$ cat src/rtl/mem_ctrl.sv
// rtl/mem_ctrl.sv - byte-serial RAM/IO bus controller for instruction fetch and load/store requests
// Optional feature macro: IO_STALL_EN (hold IO-space store bytes while the UART TX buffer is full)
module mem_ctrl (
    input  logic        clk,
    input  logic        reset,
    input  logic        rdy,
    input  logic [7:0]  mem_din,
    output logic [7:0]  mem_dout,
    output logic [31:0] mem_a,
    output logic        mem_wr,
    input  logic        io_buffer_full,
    input  logic        if2mc_valid,
    input  logic [31:0] if2mc_pc,
    output logic        instr_mc2if_arrived,
    output logic [31:0] instr_mc2if,
    input  logic        lsb2mc_valid,
    input  logic        lsb2mc_wr,
    input  logic [31:0] lsb2mc_addr,
    input  logic [1:0]  lsb2mc_size,
    input  logic [31:0] lsb2mc_data,
    output logic        mc2lsb_done,
    output logic [31:0] mc2lsb_data,
    input  logic        flush
);

    typedef enum logic [2:0] {IDLE, FETCH, LOAD, STORE, STALL} state_t;

    state_t      state_q, state_d;
    logic [2:0]  cnt_q, cnt_d;
    logic [2:0]  n_q, n_d;
    logic [31:0] data_q, data_d;
    logic [31:0] res_q, res_d;
    logic        io_q, io_d;
    logic [7:0]  hold_din_q, hold_din_d;
    logic        hold_vld_q, hold_vld_d;
    logic [31:0] mem_a_q, mem_a_d;
    logic [7:0]  mem_dout_q, mem_dout_d;
    logic        mem_wr_q, mem_wr_d;
    logic        arrived_q, arrived_d;
    logic [31:0] instr_q, instr_d;
    logic        done_q, done_d;
    logic [31:0] ldata_q, ldata_d;

    logic        io_block;
    logic [2:0]  size_bytes;
    logic [7:0]  din;
    logic [1:0]  rd_idx;
    logic [31:0] res_cap;
    logic [7:0]  wr_byte;

`ifdef IO_STALL_EN
    assign io_block = io_buffer_full;
`else
    assign io_block = 1'b0;
    logic unused_io;
    assign unused_io = io_buffer_full;
`endif

    always_comb begin
        case (lsb2mc_size)
            2'd0:    size_bytes = 3'd1;
            2'd1:    size_bytes = 3'd2;
            default: size_bytes = 3'd4;
        endcase
    end

    // A byte that arrived during a rdy stall is kept so the resumed cycle still sees it.
    assign din    = hold_vld_q ? hold_din_q : mem_din;
    assign rd_idx = cnt_q[1:0] - 2'd1;
    assign wr_byte = data_q[{cnt_q[1:0], 3'b000} +: 8];

    always_comb begin
        res_cap = res_q;
        res_cap[{rd_idx, 3'b000} +: 8] = din;
    end

    always_comb begin
        state_d    = state_q;
        cnt_d      = cnt_q;
        n_d        = n_q;
        data_d     = data_q;
        res_d      = res_q;
        io_d       = io_q;
        hold_din_d = hold_din_q;
        hold_vld_d = hold_vld_q;
        mem_a_d    = mem_a_q;
        mem_dout_d = mem_dout_q;
        mem_wr_d   = 1'b0;
        arrived_d  = 1'b0;
        instr_d    = instr_q;
        done_d     = 1'b0;
        ldata_d    = ldata_q;

        if (!rdy) begin
            if (!hold_vld_q) begin
                hold_din_d = mem_din;
                hold_vld_d = 1'b1;
            end
        end else begin
            hold_vld_d = 1'b0;
            case (state_q)
                IDLE: begin
                    if (!flush) begin
                        if (lsb2mc_valid) begin
                            mem_a_d = lsb2mc_addr;
                            n_d     = size_bytes;
                            data_d  = lsb2mc_data;
                            res_d   = 32'd0;
                            cnt_d   = 3'd0;
                            io_d    = (lsb2mc_addr[17:16] == 2'b11);
                            if (!lsb2mc_wr) begin
                                state_d = LOAD;
                            end else if ((lsb2mc_addr[17:16] == 2'b11) && io_block) begin
                                state_d = STALL;
                            end else begin
                                state_d    = STORE;
                                mem_dout_d = lsb2mc_data[7:0];
                                mem_wr_d   = 1'b1;
                                cnt_d      = 3'd1;
                            end
                        end else if (if2mc_valid) begin
                            mem_a_d = if2mc_pc;
                            n_d     = 3'd4;
                            res_d   = 32'd0;
                            cnt_d   = 3'd0;
                            io_d    = 1'b0;
                            state_d = FETCH;
                        end
                    end
                end
                FETCH, LOAD: begin
                    if (flush) begin
                        state_d = IDLE;
                    end else begin
                        // cnt counts addresses issued; byte cnt-1 is on mem_din now.
                        if (cnt_q != 3'd0) begin
                            res_d = res_cap;
                        end
                        if (cnt_q == n_q) begin
                            state_d = IDLE;
                            if (state_q == FETCH) begin
                                arrived_d = 1'b1;
                                instr_d   = res_cap;
                            end else begin
                                done_d  = 1'b1;
                                ldata_d = res_cap;
                            end
                        end else begin
                            cnt_d = cnt_q + 3'd1;
                            if (cnt_q + 3'd1 < n_q) begin
                                mem_a_d = mem_a_q + 32'd1;
                            end
                        end
                    end
                end
                STORE: begin
                    if (cnt_q == n_q) begin
                        state_d = IDLE;
                        done_d  = 1'b1;
                    end else if (io_q && io_block) begin
                        state_d = STALL;
                        mem_a_d = mem_a_q + 32'd1;
                    end else begin
                        mem_a_d    = mem_a_q + 32'd1;
                        mem_dout_d = wr_byte;
                        mem_wr_d   = 1'b1;
                        cnt_d      = cnt_q + 3'd1;
                    end
                end
                STALL: begin
                    if (!io_block) begin
                        state_d    = STORE;
                        mem_dout_d = wr_byte;
                        mem_wr_d   = 1'b1;
                        cnt_d      = cnt_q + 3'd1;
                    end
                end
                default: state_d = IDLE;
            endcase
        end
    end

    always_ff @(posedge clk) begin
        if (reset) begin
            state_q    <= IDLE;
            cnt_q      <= 3'd0;
            n_q        <= 3'd0;
            data_q     <= 32'd0;
            res_q      <= 32'd0;
            io_q       <= 1'b0;
            hold_din_q <= 8'd0;
            hold_vld_q <= 1'b0;
            mem_a_q    <= 32'd0;
            mem_dout_q <= 8'd0;
            mem_wr_q   <= 1'b0;
            arrived_q  <= 1'b0;
            instr_q    <= 32'd0;
            done_q     <= 1'b0;
            ldata_q    <= 32'd0;
        end else begin
            state_q    <= state_d;
            cnt_q      <= cnt_d;
            n_q        <= n_d;
            data_q     <= data_d;
            res_q      <= res_d;
            io_q       <= io_d;
            hold_din_q <= hold_din_d;
            hold_vld_q <= hold_vld_d;
            mem_a_q    <= mem_a_d;
            mem_dout_q <= mem_dout_d;
            mem_wr_q   <= mem_wr_d;
            arrived_q  <= arrived_d;
            instr_q    <= instr_d;
            done_q     <= done_d;
            ldata_q    <= ldata_d;
        end
    end

    assign mem_a               = mem_a_q;
    assign mem_dout            = mem_dout_q;
    assign mem_wr              = mem_wr_q;
    assign instr_mc2if_arrived = arrived_q;
    assign instr_mc2if         = instr_q;
    assign mc2lsb_done         = done_q;
    assign mc2lsb_data         = ldata_q;

endmodule

$ cat config.mk
export PLATFORM = sky130hd
export DESIGN_NAME = mem_ctrl
export DESIGN_NICKNAME = d
export VERILOG_FILES = /design/src/rtl/mem_ctrl.sv
export SDC_FILE = /design/constraint.sdc
export NUM_CORES = 1
export LEC_CHECK = 0
export BUFFER_PORTS_ARGS = -buffer_cell sky130_fd_sc_hd__clkbuf_2
export CAP_MARGIN = 5
export CORE_AREA = 2 2 170 122
export DETAILED_ROUTE_END_ITERATION = 8
export DIE_AREA = 0 0 172 124
export PLACE_DENSITY = 0.76
export SLEW_MARGIN = 20
export SYNTH_ARGS = -nofsm -noshare
export SYNTH_HDL_FRONTEND = slang
export SYNTH_SLANG_ARGS = --single-unit
$ cat constraint.sdc
create_clock -name clk -period 3.4 [get_ports clk]
set_input_delay 0.51 -clock clk [delete_from_list [all_inputs] [get_ports clk]]
set_output_delay 0.51 -clock clk [all_outputs]
set_load 0.005 [all_outputs]
==> qor.yml <==
arrival_ns: 3.32
dp_hpwl_mm: 18.38
area_delta_synth_final_pct: 20.83
worstPathRequired_ns: 3.73
cts_max_level: 4
period_needed_ns: 2.993
syn_area_per_cell_um2: 8.345
grt_pass1_vias: 7920
tightest_slew_ns: 1.056
dpl.cell_count: 1534
start_util_pct: 47.43
setup_viol: 0
syn_area_um2: 9288
num_rows: 43
netlist_instances: 1113
synth_async_sr_flop_share_pct: 0
antenna_found_initial: 3
setup_tns_ns: 0
end_kind: "flip-flop"
final_max_slew_viol_count: 0
clock.fmax_mhz: 334.1
yosysSeqAreaShare_pct: 40.74
dr_total_vias: 9010
hold_viol_final: 0
ir_drop_uv: 249.1
dp_slack_ns: 0.4637
cts_tree: "built"
synth_edf_count: 0
final_area_um2: 11220
totalWireLength_mm: 26.39
rsz0062_at_grt: "false"
viasPerCell: 5.750
min_path_type: "in -> reg"
drive_above_1_share_pct: 25.15
relSlewSlack_pct: 29.63
io_pins: 221
clock_latency_ns: 0.44
critPathBufInv: 1
coreArea_um2: 19580
fp.dieH_um: 124
p_leak_nw: 4.354
status: "completed"
drv_cap: 0
synth_nets: 1237
path_cells: "inv_1, ha_1, ha_1, nor2b_1, o21a_1, o21a_1, nor3_1, a2111oi_0"
drc_errors: 0
cts_resized: 0
max_stage_delay_ns: 0.82
clkTransAtPathRegs_ns: 0.08
period_share_pct: 88.02
grt_max_degree: 166
fin_skew_ns: 0.01955
cts_buffers: 17
firstDrtPassIters: 5
clockBufferDepth: 2
grt_first_pass_wirelength_mm: 41.28
die_area_um2: 21330
grt-ovfl-total: 0
ys_ff_latch: 189
cts_setup_buffers: 0
clock-sinks: 189
post_drt_wl_per_cell_um: 16.84
place_area_um2: 10600
power_per_cell_area_nw_per_um2: 450.9
ant_nets: 0
gp_congestion: 0.9106
die_w_um: 172
drt_iter0_markers: 872
crit_slowest_cell: "o21a_1"
postCtsHoldBufs: 0
io_buffer_count: 219
cp_max_fo: 27
yosysWarnings: 0
critical_path_class: "reg -> reg"
r2r_slack_ns: 0.41
synth-main-ff-cell: "dfxtp_1"
ys_types: 62
nFillCells: 1845
fin_cells: 1567
critPathTopFamily: "compound AO/OA/AOI/OAI gates"
critPathLaunchType: "flip-flop"
root_buffer: "clkbuf_16"
final_nets: 1407
setup_ws_ns: 0.4072
groute.usage.overall_pct: 24.52
-- logic make-up (layout without fill, tap and decap cells) --
group	Yosys count	after routing	synth area share [%]
AND/OR/NAND/NOR	435	435	21.50
XOR/XNOR	4	4	0.3772
other	0	1	0
AO/OA/AOI/OAI	277	277	20.53
adder cells (fa/ha/maj)	10	10	1.347
buffers and inverters	111	294	4.782
flip-flops	189	189	40.74
multiplexers	87	87	10.72
-- layout make-up --
class / count / area (µm²) / area share [%]
multi-input combinational: 813 / 5069 / 45.17
sequential: 189 / 3784 / 33.72
timing repair buffer: 249 / 1361 / 12.13
clock buffer: 17 / 425.4 / 3.791
tap: 270 / 337.8 / 3.010
clock inverter: 15 / 193.9 / 1.728
inverter: 13 / 48.80 / 0.4348
antenna: 1 / 2.502 / 0.02230
-- flip-flops by register name (all words and copies together) (netlist names) --
| register | flops |
|---|---|
| data_q | 32 |
| instr_mc2if | 32 |
| mc2lsb_data | 32 |
| mem_a | 32 |
| res_q | 32 |
| hold_din_q | 8 |
| mem_dout | 8 |
| cnt_q | 3 |
| n_q | 3 |
| state_q | 3 |
| hold_vld_q | 1 |
| instr_mc2if_arrived | 1 |
| mc2lsb_done | 1 |
| mem_wr | 1 |
-- final timing paths --
kind / end / startpoint / cells after the start
max: mem_a[29] / cnt_q[0] / 8
max reg2reg: mem_a[29] / cnt_q[0] / 8
min reg2reg: res_q[26] / res_q[26] / 2
min: data_q[21] / lsb2mc_data[21] / 3
-- through the flow --
stage / total power, W / hold WS (ns) / util [%]
final: 0.005060 / 0.2907 / 57.30
after detailed placement: 0.003067 / 0.4401 / 54.13
after floorplan: 0.002816 / 0.4273 / -
after global routing: 0.005260 / 0.2854 / 57.29
after global placement: 0.003051 / 0.4328 / 54.13
after CTS: 0.005085 / 0.2737 / 57.29
-- worst register-to-register path, delay by kind of cell (launching register included) --
kind | cells | cell delay [ns]
fa+ha+maj | 2 | 0.71
simple gates | 2 | 0.42
buf+inv | 1 | 0.08
flops | 1 | 0.33
compound gates | 3 | 1.36
-- where the power goes --
group          total (W)  switching [W]  internal (W)
Combinational   0.000684       0.000415      0.000270
Clock            0.00203        0.00102       0.00101
Sequential       0.00234      0.0000664       0.00228
-- per-layer routing --
layer,track usage (%),vias to the layer above,share of wire (%)
met1,36.59,4167,48
li1,-,4392,-
met2,34.79,413,41
met4,6.775,4,1.4
met5,0,-,0.099
met3,6.133,34,9.2
-- layout by cell type (no fill, tap or decap), drive strengths merged, types with 15 or more instances in the layout --
cell type,synthesis,layout
a211oi,54,54
a21oi,102,102
a31oi,22,22
buf,26,31
clkbuf,72,235
dfxtp,189,189
inv,11,17
mux2,20,20
mux2i,59,59
nand2,137,137
nand3,21,21
nand4,15,15
nor2,153,153
nor2b,31,31
nor3,15,15
nor4,18,18
o32ai,21,21
or3,19,19
-- synth_stat cells (8+ instances only) --
library cell | instances | share of area, %
o32ai_1 | 21 | 2.0
a21oi_1 | 102 | 5.5
a211oi_1 | 54 | 4.4
inv_1 | 10 | 0.40
and3_1 | 8 | 0.54
nand3_1 | 20 | 1.1
mux4_2 | 8 | 1.9
nor4_1 | 18 | 1.2
nand2_1 | 137 | 5.5
nand4_1 | 15 | 1.0
mux2i_1 | 59 | 6.4
dfxtp_1 | 189 | 41
nor3_1 | 14 | 0.75
mux2_2 | 20 | 2.4
a31oi_1 | 22 | 1.5
nor2b_1 | 31 | 2.1
a2111oi_0 | 12 | 1.1
o211ai_1 | 8 | 0.65
ha_1 | 10 | 1.3
or3_1 | 19 | 1.3
clkbuf_1 | 72 | 2.9
buf_2 | 19 | 1.0
nor2_1 | 152 | 6.1
Note: power is estimated with default switching activity, not from simulation.
